## src/rtl/pipelined_barrel_shifter.sv

```systemverilog
// Pipelined rotate / logical / arithmetic barrel shifter with carry and zero flags.
// One register level captures the operation, then one stage per amount bit, LSB first.
module pipelined_barrel_shifter #(
  parameter int WIDTH = 16,
  localparam int AW = $clog2(WIDTH)
) (
  input  logic             clk,
  input  logic             reset,
  input  logic             in_valid,
  output logic             in_ready,
  input  logic [WIDTH-1:0] in_data,
  input  logic [AW-1:0]    in_amt,
  input  logic             in_dir,
  input  logic [1:0]       in_mode,
  output logic             out_valid,
  input  logic             out_ready,
  output logic [WIDTH-1:0] out_data,
  output logic             out_carry,
  output logic             out_zero
);

  // p_*[k] is the operand presented to stage k; p_*[0] holds the captured input.
  logic [WIDTH-1:0] p_data  [AW];
  logic             p_valid [AW];
  logic             p_dir   [AW];
  logic [1:0]       p_mode  [AW];
  logic             p_sign  [AW];
  logic [AW-1:0]    p_amt   [AW];
  logic             p_carry [AW];

  logic [WIDTH-1:0] nx_data  [AW];
  logic             nx_carry [AW];

  logic stall;

  assign stall    = out_valid && !out_ready;
  assign in_ready = !stall;

  // Moves d by sh when hit is set; carry becomes the last bit dropped in shift modes.
  function automatic logic [WIDTH:0] stage_op(
    input logic [WIDTH-1:0] d,
    input logic             dir,
    input logic [1:0]       mode,
    input logic             sign,
    input logic             hit,
    input logic             carry,
    input int unsigned      sh
  );
    logic [WIDTH-1:0] r;
    logic [WIDTH-1:0] dropped;
    logic             co;
    logic             is_shift;
    r        = d;
    co       = carry;
    is_shift = (mode == 2'b01) || (mode == 2'b10);
    if (hit) begin
      if (dir) begin
        if (is_shift) begin
          r       = d << sh;
          dropped = d >> (WIDTH - sh);
          co      = dropped[0];
        end else begin
          r = (d << sh) | (d >> (WIDTH - sh));
        end
      end else begin
        if (is_shift) begin
          r = d >> sh;
          if (mode == 2'b10 && sign)
            r = r | ~({WIDTH{1'b1}} >> sh);
          dropped = d >> (sh - 1);
          co      = dropped[0];
        end else begin
          r = (d >> sh) | (d << (WIDTH - sh));
        end
      end
    end
    return {co, r};
  endfunction

  always_comb begin
    for (int unsigned k = 0; k < AW; k++) begin
      {nx_carry[k], nx_data[k]} = stage_op(p_data[k], p_dir[k], p_mode[k], p_sign[k],
                                           p_amt[k][0], p_carry[k], 32'd1 << k);
    end
  end

  always_ff @(posedge clk or posedge reset) begin
    if (reset) begin
      for (int unsigned k = 0; k < AW; k++) begin
        p_data[k]  <= '0;
        p_valid[k] <= 1'b0;
        p_dir[k]   <= 1'b0;
        p_mode[k]  <= '0;
        p_sign[k]  <= 1'b0;
        p_amt[k]   <= '0;
        p_carry[k] <= 1'b0;
      end
      out_valid <= 1'b0;
      out_data  <= '0;
      out_carry <= 1'b0;
      out_zero  <= 1'b0;
    end else if (!stall) begin
      p_data[0]  <= in_data;
      p_valid[0] <= in_valid;
      p_dir[0]   <= in_dir;
      p_mode[0]  <= in_mode;
      p_sign[0]  <= in_data[WIDTH-1];
      p_amt[0]   <= in_amt;
      p_carry[0] <= 1'b0;
      // Amount is consumed LSB first, so each stage passes on the remaining bits shifted down.
      for (int unsigned k = 1; k < AW; k++) begin
        p_data[k]  <= nx_data[k-1];
        p_valid[k] <= p_valid[k-1];
        p_dir[k]   <= p_dir[k-1];
        p_mode[k]  <= p_mode[k-1];
        p_sign[k]  <= p_sign[k-1];
        p_amt[k]   <= p_amt[k-1] >> 1;
        p_carry[k] <= nx_carry[k-1];
      end
      out_valid <= p_valid[AW-1];
      out_data  <= nx_data[AW-1];
      out_carry <= nx_carry[AW-1];
      out_zero  <= (nx_data[AW-1] == '0);
    end
  end

endmodule

```

## config.mk

```make
export PLATFORM = sky130hd
export DESIGN_NAME = pipelined_barrel_shifter
export DESIGN_NICKNAME = d
export VERILOG_FILES = /design/src/rtl/pipelined_barrel_shifter.sv
export SDC_FILE = /design/constraint.sdc
export NUM_CORES = 1
export LEC_CHECK = 0
export ABC_AREA = 1
export BUFFER_PORTS_ARGS = -buffer_cell sky130_fd_sc_hd__clkbuf_2
export CAP_MARGIN = 20
export CORE_ASPECT_RATIO = 1.1
export CORE_MARGIN = 1.5
export CORE_UTILIZATION = 37
export CTS_CLUSTER_DIAMETER = 30
export CTS_CLUSTER_SIZE = 28
export DETAILED_ROUTE_END_ITERATION = 10
export PLACE_DENSITY = 0.62
export SLEW_MARGIN = 10
export SYNTH_ARGS = -nofsm -noshare
export SYNTH_HDL_FRONTEND = slang
export SYNTH_SLANG_ARGS = --single-unit
```

## constraint.sdc

```tcl
create_clock -name clk -period 10.15 [get_ports clk]
set_input_delay 0.5075 -clock clk [delete_from_list [all_inputs] [get_ports clk]]
set_output_delay 0.5075 -clock clk [all_outputs]
set_load 0.02 [all_outputs]
```

==> flow_summary.html <==
<table>
<tr><th>Metric</th><th>Value</th></tr>
<tr><th colspan="2">Status</th></tr>
<tr><td>Status</td><td>finished clean</td></tr>
<tr><th colspan="2">Critical path</th></tr>
<tr><td>Endpoint of the most critical setup path</td><td>out_zero$_DFFE_PP0N_</td></tr>
<tr><td>Critical path type</td><td>reg -&gt; reg</td></tr>
<tr><td>Depth of the worst register-to-register path</td><td>10</td></tr>
<tr><td>CP Data Required Time</td><td>10.51 ns</td></tr>
<tr><td>Worst R2R End</td><td>out_zero$_DFFE_PP0N_</td></tr>
<tr><td>Origin of the worst setup path</td><td>out_valid$_DFFE_PP0N_</td></tr>
<tr><td>Beginning of the worst register-to-register path</td><td>out_valid$_DFFE_PP0N_</td></tr>
<tr><td>CP arrival</td><td>~2.9 ns</td></tr>
<tr><td>Largest fanout on the critical path</td><td>slightly above 90</td></tr>
<tr><td>Element type at the critical path start</td><td>flop</td></tr>
<tr><td>Flop-to-flop setup slack</td><td>7.66 ns</td></tr>
<tr><td>Crit end category</td><td>flop</td></tr>
<tr><th colspan="2">Job</th></tr>
<tr><td>Number of maximum-capacitance constraint violations</td><td>0</td></tr>
<tr><th colspan="2">Drt</th></tr>
<tr><td>Number of optimization iterations in the first detailed-route pass</td><td>5</td></tr>
<tr><td>Detail Route met2 WL</td><td>5820 µm</td></tr>
<tr><td>Residual antenna-violating net count after detailed routing</td><td>0</td></tr>
<tr><td>Routed wire length per instance</td><td>roughly 13 µm</td></tr>
<tr><td>DR vias/cell</td><td>~5</td></tr>
<tr><td>Highest metal layer used by the detailed router</td><td>met4</td></tr>
<tr><td>Routed wire length</td><td>12,500 µm</td></tr>
<tr><td>Drc violations</td><td>0</td></tr>
<tr><td>Vias after detailed routing</td><td>~4,600</td></tr>
<tr><td>Detailed-routing wirelength on met1</td><td>around 6000 µm</td></tr>
<tr><td>Number of design-rule violations left by the first detailed-router iteration</td><td>360</td></tr>
<tr><td>Routed wl met3</td><td>approximately 520 µm</td></tr>
<tr><th colspan="2">Synth</th></tr>
<tr><td>Post-synthesis instance area</td><td>0.00571 mm²</td></tr>
<tr><td>Most used DFF post-synth</td><td>sky130_fd_sc_hd__dfrtp_1</td></tr>
<tr><td>Top cells by count, synth</td><td>170 x sky130_fd_sc_hd__nand2_1, 115 x sky130_fd_sc_hd__dfrtp_1, 95 x sky130_fd_sc_hd__o21ai_0</td></tr>
<tr><td>Post-synth net total</td><td>743</td></tr>
<tr><td>Xor and xnor area share after synthesis</td><td>0%</td></tr>
<tr><td>Synth Area in Adders</td><td>0.877%</td></tr>
<tr><td>Share of async-settable or async-resettable flops after synthesis</td><td>100%</td></tr>
<tr><td>Cell type with the largest total area after synthesis</td><td>sky130_fd_sc_hd__dfrtp_1</td></tr>
<tr><td>Synth Area per Inst</td><td>8.02 µm²</td></tr>
<tr><td>Most frequent cell after synthesis</td><td>sky130_fd_sc_hd__nand2_1</td></tr>
<tr><td>Main combinational cell family by area after synthesis</td><td>compound AO/OA/AOI/OAI gates</td></tr>
<tr><td>Leading cell types by total area after synthesis</td><td>sky130_fd_sc_hd__dfrtp_1 50%, sky130_fd_sc_hd__nand2_1 11%, sky130_fd_sc_hd__o21ai_0 8.3%, sky130_fd_sc_hd__a31oi_1 4.8%, sky130_fd_sc_hd__nor2_1 4.4%</td></tr>
<tr><td>Share of the synthesized area in compound gates (AO/OA/AOI/OAI)</td><td>21.2%</td></tr>
<tr><td>Synthesis-stage register bit count</td><td>115</td></tr>
<tr><td>Number of warnings issued by yosys</td><td>0</td></tr>
<tr><td>Portion of netlist area occupied by mux cells</td><td>0%</td></tr>
<tr><td>Cells after synthesis</td><td>about 710</td></tr>
<tr><td>Number of flops mapped to enable cells by yosys</td><td>0</td></tr>
<tr><td>Share of synthesized area occupied by flip-flops and latches</td><td>50.4%</td></tr>
<tr><td>Area fraction of the dominant cell type after synthesis</td><td>50.4%</td></tr>
<tr><td>Count of unique library cells instantiated by Yosys</td><td>34</td></tr>
<tr><td>Synth Area in Simple Gates</td><td>between 10% and 20%</td></tr>
<tr><th colspan="2">STA</th></tr>
<tr><td>Setup tns final</td><td>0 ns</td></tr>
<tr><td>Measured slew at the worst slew-check pin</td><td>0.866 ns</td></tr>
<tr><td>Final worst path period share</td><td>24.5%</td></tr>
<tr><td>Fin Hold WS</td><td>0.142 ns</td></tr>
<tr><td>Endpoints failing setup</td><td>0</td></tr>
<tr><td>Hold violation total from the final report</td><td>0</td></tr>
<tr><td>Number of pins exceeding their max-slew limit in the final report</td><td>0</td></tr>
<tr><td>Worst relative slew slack</td><td>42.3%</td></tr>
<tr><td>Highest achievable clock rate</td><td>about 400 MHz</td></tr>
<tr><td>Setup repair after global routing missed its margin</td><td>false</td></tr>
<tr><td>Final worst clock skew</td><td>between 0.004 and 0.005 ns</td></tr>
<tr><td>Minimum clock period after layout</td><td>roughly 2.5 ns</td></tr>
<tr><td>Post-route setup slack</td><td>7.66 ns</td></tr>
<tr><th colspan="2">GRT</th></tr>
<tr><td>Total track usage</td><td>~17%</td></tr>
<tr><td>Initial antenna violation count</td><td>0</td></tr>
<tr><td>GR Overflow Total</td><td>0</td></tr>
<tr><td>Number of global-route vias before repair</td><td>4,314</td></tr>
<tr><td>Pin count of the biggest net entering global routing</td><td>93</td></tr>
<tr><td>Global-route wire length before repair</td><td>about 21,000 µm</td></tr>
<tr><th colspan="2">Finish</th></tr>
<tr><td>Fin util</td><td>about 44%</td></tr>
<tr><td>Area delta synth-&gt;final</td><td>15.6%</td></tr>
<tr><td>Number of antenna cells inserted</td><td>0</td></tr>
<tr><td>Fin nets</td><td>766</td></tr>
<tr><td>Layout cells sized above 1</td><td>13.8%</td></tr>
<tr><th colspan="2">CTS</th></tr>
<tr><td>Depth of the CTS H-tree</td><td>4</td></tr>
<tr><td>Max Buffers Root-to-Sink</td><td>2</td></tr>
<tr><td>Hold bufs inserted after CTS</td><td>0</td></tr>
<tr><td>Total setup buffers inserted after CTS</td><td>0</td></tr>
<tr><td>Clock latency reported for the late side of the worst-skew pair</td><td>0.42 ns</td></tr>
<tr><td>Resize count post-CTS</td><td>0</td></tr>
<tr><td>CTS sink count</td><td>between 100 and 150</td></tr>
<tr><td>Root cell of the clock tree</td><td>sky130_fd_sc_hd__clkbuf_16</td></tr>
<tr><td>Cts bufs inserted</td><td>17</td></tr>
<tr><td>Clock transition at the register clock pins on the worst setup and hold paths after CTS</td><td>0.05 ns</td></tr>
<tr><td>TritonCTS clock tree</td><td>built</td></tr>
<tr><th colspan="2">Floorplanning</th></tr>
<tr><td>Count of pins on the block boundary</td><td>47</td></tr>
<tr><td>Starting utilization of the core area</td><td>37.9%</td></tr>
<tr><td>Die area</td><td>between 0.015 and 0.02 mm²</td></tr>
<tr><td>CORE AREA</td><td>0.0151 mm²</td></tr>
<tr><td>Die outline width</td><td>~120 µm</td></tr>
<tr><td>Height of the die</td><td>133 µm</td></tr>
<tr><td>Standard-cell rows</td><td>47</td></tr>
<tr><th colspan="2">Placed design</th></tr>
<tr><td>DPL Wire Length</td><td>8400 µm</td></tr>
<tr><td>Count of input and output buffers</td><td>46</td></tr>
<tr><td>Final GP Congestion</td><td>just under 0.9</td></tr>
<tr><td>Worst slack at placement</td><td>7.43 ns</td></tr>
<tr><th colspan="2">Power</th></tr>
<tr><td>Lkg Pwr</td><td>3.20 nW</td></tr>
<tr><td>Overall power</td><td>2.38 mW</td></tr>
<tr><td>Maximum vdd drop</td><td>between 0.15 and 0.2 mV</td></tr>
<tr><td>Total power divided by cell area</td><td>360 mW/mm²</td></tr>
<tr><th colspan="2">Worst hold path</th></tr>
<tr><td>Worst Hold Class</td><td>in -&gt; async</td></tr>
</table>
[power by group]
| group | leakage, nW | internal [mW] | total (mW) | switching [mW] |
|---|---|---|---|---|
| clock network | 0.317 | 0.438 | 0.645 | 0.207 |
| registers | 1.37 | 0.672 | 0.873 | 0.201 |
| logic | 1.51 | 0.310 | 0.857 | 0.547 |
| total | 3.20 | 1.42 | 2.38 | 0.956 |
[through the flow]
step	instance area (µm²)	instances
5_1_grt	6600	944
3_3_place_gp	5970	912
4_1_cts	6600	944
6_report	6600	944
3_5_place_dp	5970	912
2_1_floorplan	5710	712
[per-layer routing]
metal | vias up | GRT usage, %
met1 | 2105 | 22.3
met3 | 16 | 4.92
li1 | 2418 | -
met5 | - | 0
met4 | 0 | 6.41
met2 | 98 | 25.8
[state kept, by name (all words and copies together) (netlist names)]
| name | flops |
|---|---|
| out_carry | 1 |
| out_data | 16 |
| out_valid | 1 |
| out_zero | 1 |
| p_amt | 10 |
| p_carry | 3 |
| p_data | 64 |
| p_dir | 4 |
| p_mode | 8 |
| p_sign | 3 |
| p_valid | 4 |
[layout by cell type (no fill, tap or decap), types with 7 or more instances in the layout]
master / synthesis / layout
sky130_fd_sc_hd__clkbuf_2: 0 / 46
sky130_fd_sc_hd__clkinv_2: 0 / 7
sky130_fd_sc_hd__inv_2: 9 / 9
sky130_fd_sc_hd__o211ai_1: 10 / 10
sky130_fd_sc_hd__nand2_1: 170 / 170
sky130_fd_sc_hd__nand3_1: 14 / 14
sky130_fd_sc_hd__clkbuf_16: 0 / 17
sky130_fd_sc_hd__o21ai_0: 95 / 95
sky130_fd_sc_hd__dfrtp_1: 115 / 115
sky130_fd_sc_hd__nor2_1: 67 / 67
sky130_fd_sc_hd__a21oi_1: 43 / 43
sky130_fd_sc_hd__inv_1: 61 / 60
sky130_fd_sc_hd__a31oi_1: 44 / 44
[how the worst min path moves through the flow]
| stage | startpoint | endpoint | slack [ns] | cells past startpoint |
|---|---|---|---|---|
| finish | reset | out_data[6]$_DFFE_PP0N_ | 0.14 | 2 |
| global route | reset | out_data[6]$_DFFE_PP0N_ | 0.21 | 2 |
| CTS | reset | out_data[6]$_DFFE_PP0N_ | 0.17 | 2 |
| detailed placement | p_valid[0]$_DFFE_PP0N_ | out_valid$_DFFE_PP0N_ | 0.44 | 2 |
| global placement | p_valid[0]$_DFFE_PP0N_ | out_valid$_DFFE_PP0N_ | 0.44 | 2 |
| floorplan | p_valid[0]$_DFFE_PP0N_ | out_valid$_DFFE_PP0N_ | 0.42 | 2 |
[cell type report]
cell class,instances,area (µm²)
fillers,1544,8460
flip-flops and latches,115,2880
multi-input cells,481,2320
clock buffers,20,447
inverters,71,269
repair buffers,49,253
well taps,196,245
clock inverters,12,185
[kinds of logic (layout without fill, tap and decap cells)]
kind of cell	Yosys count	in the layout
AO/OA/AOI/OAI	213	213
adder cells (fa/ha/maj)	4	4
buffers and inverters	116	152
flip-flops	115	115
AND/OR/NAND/NOR	264	264
[critical path: stages, from the launching register on]
cell and delay, ns:
sky130_fd_sc_hd__dfrtp_1 0.40, sky130_fd_sc_hd__nand2_4 0.58, sky130_fd_sc_hd__buf_4 0.79, sky130_fd_sc_hd__nand2_1 0.10, sky130_fd_sc_hd__inv_1 0.08, sky130_fd_sc_hd__nand2_1 0.06, sky130_fd_sc_hd__nor2_1 0.08, sky130_fd_sc_hd__nand2_1 0.05
sky130_fd_sc_hd__nor2_1 0.08, sky130_fd_sc_hd__nand3_1 0.08, sky130_fd_sc_hd__nand2_1 0.05
(Power assumes the default switching activity.)
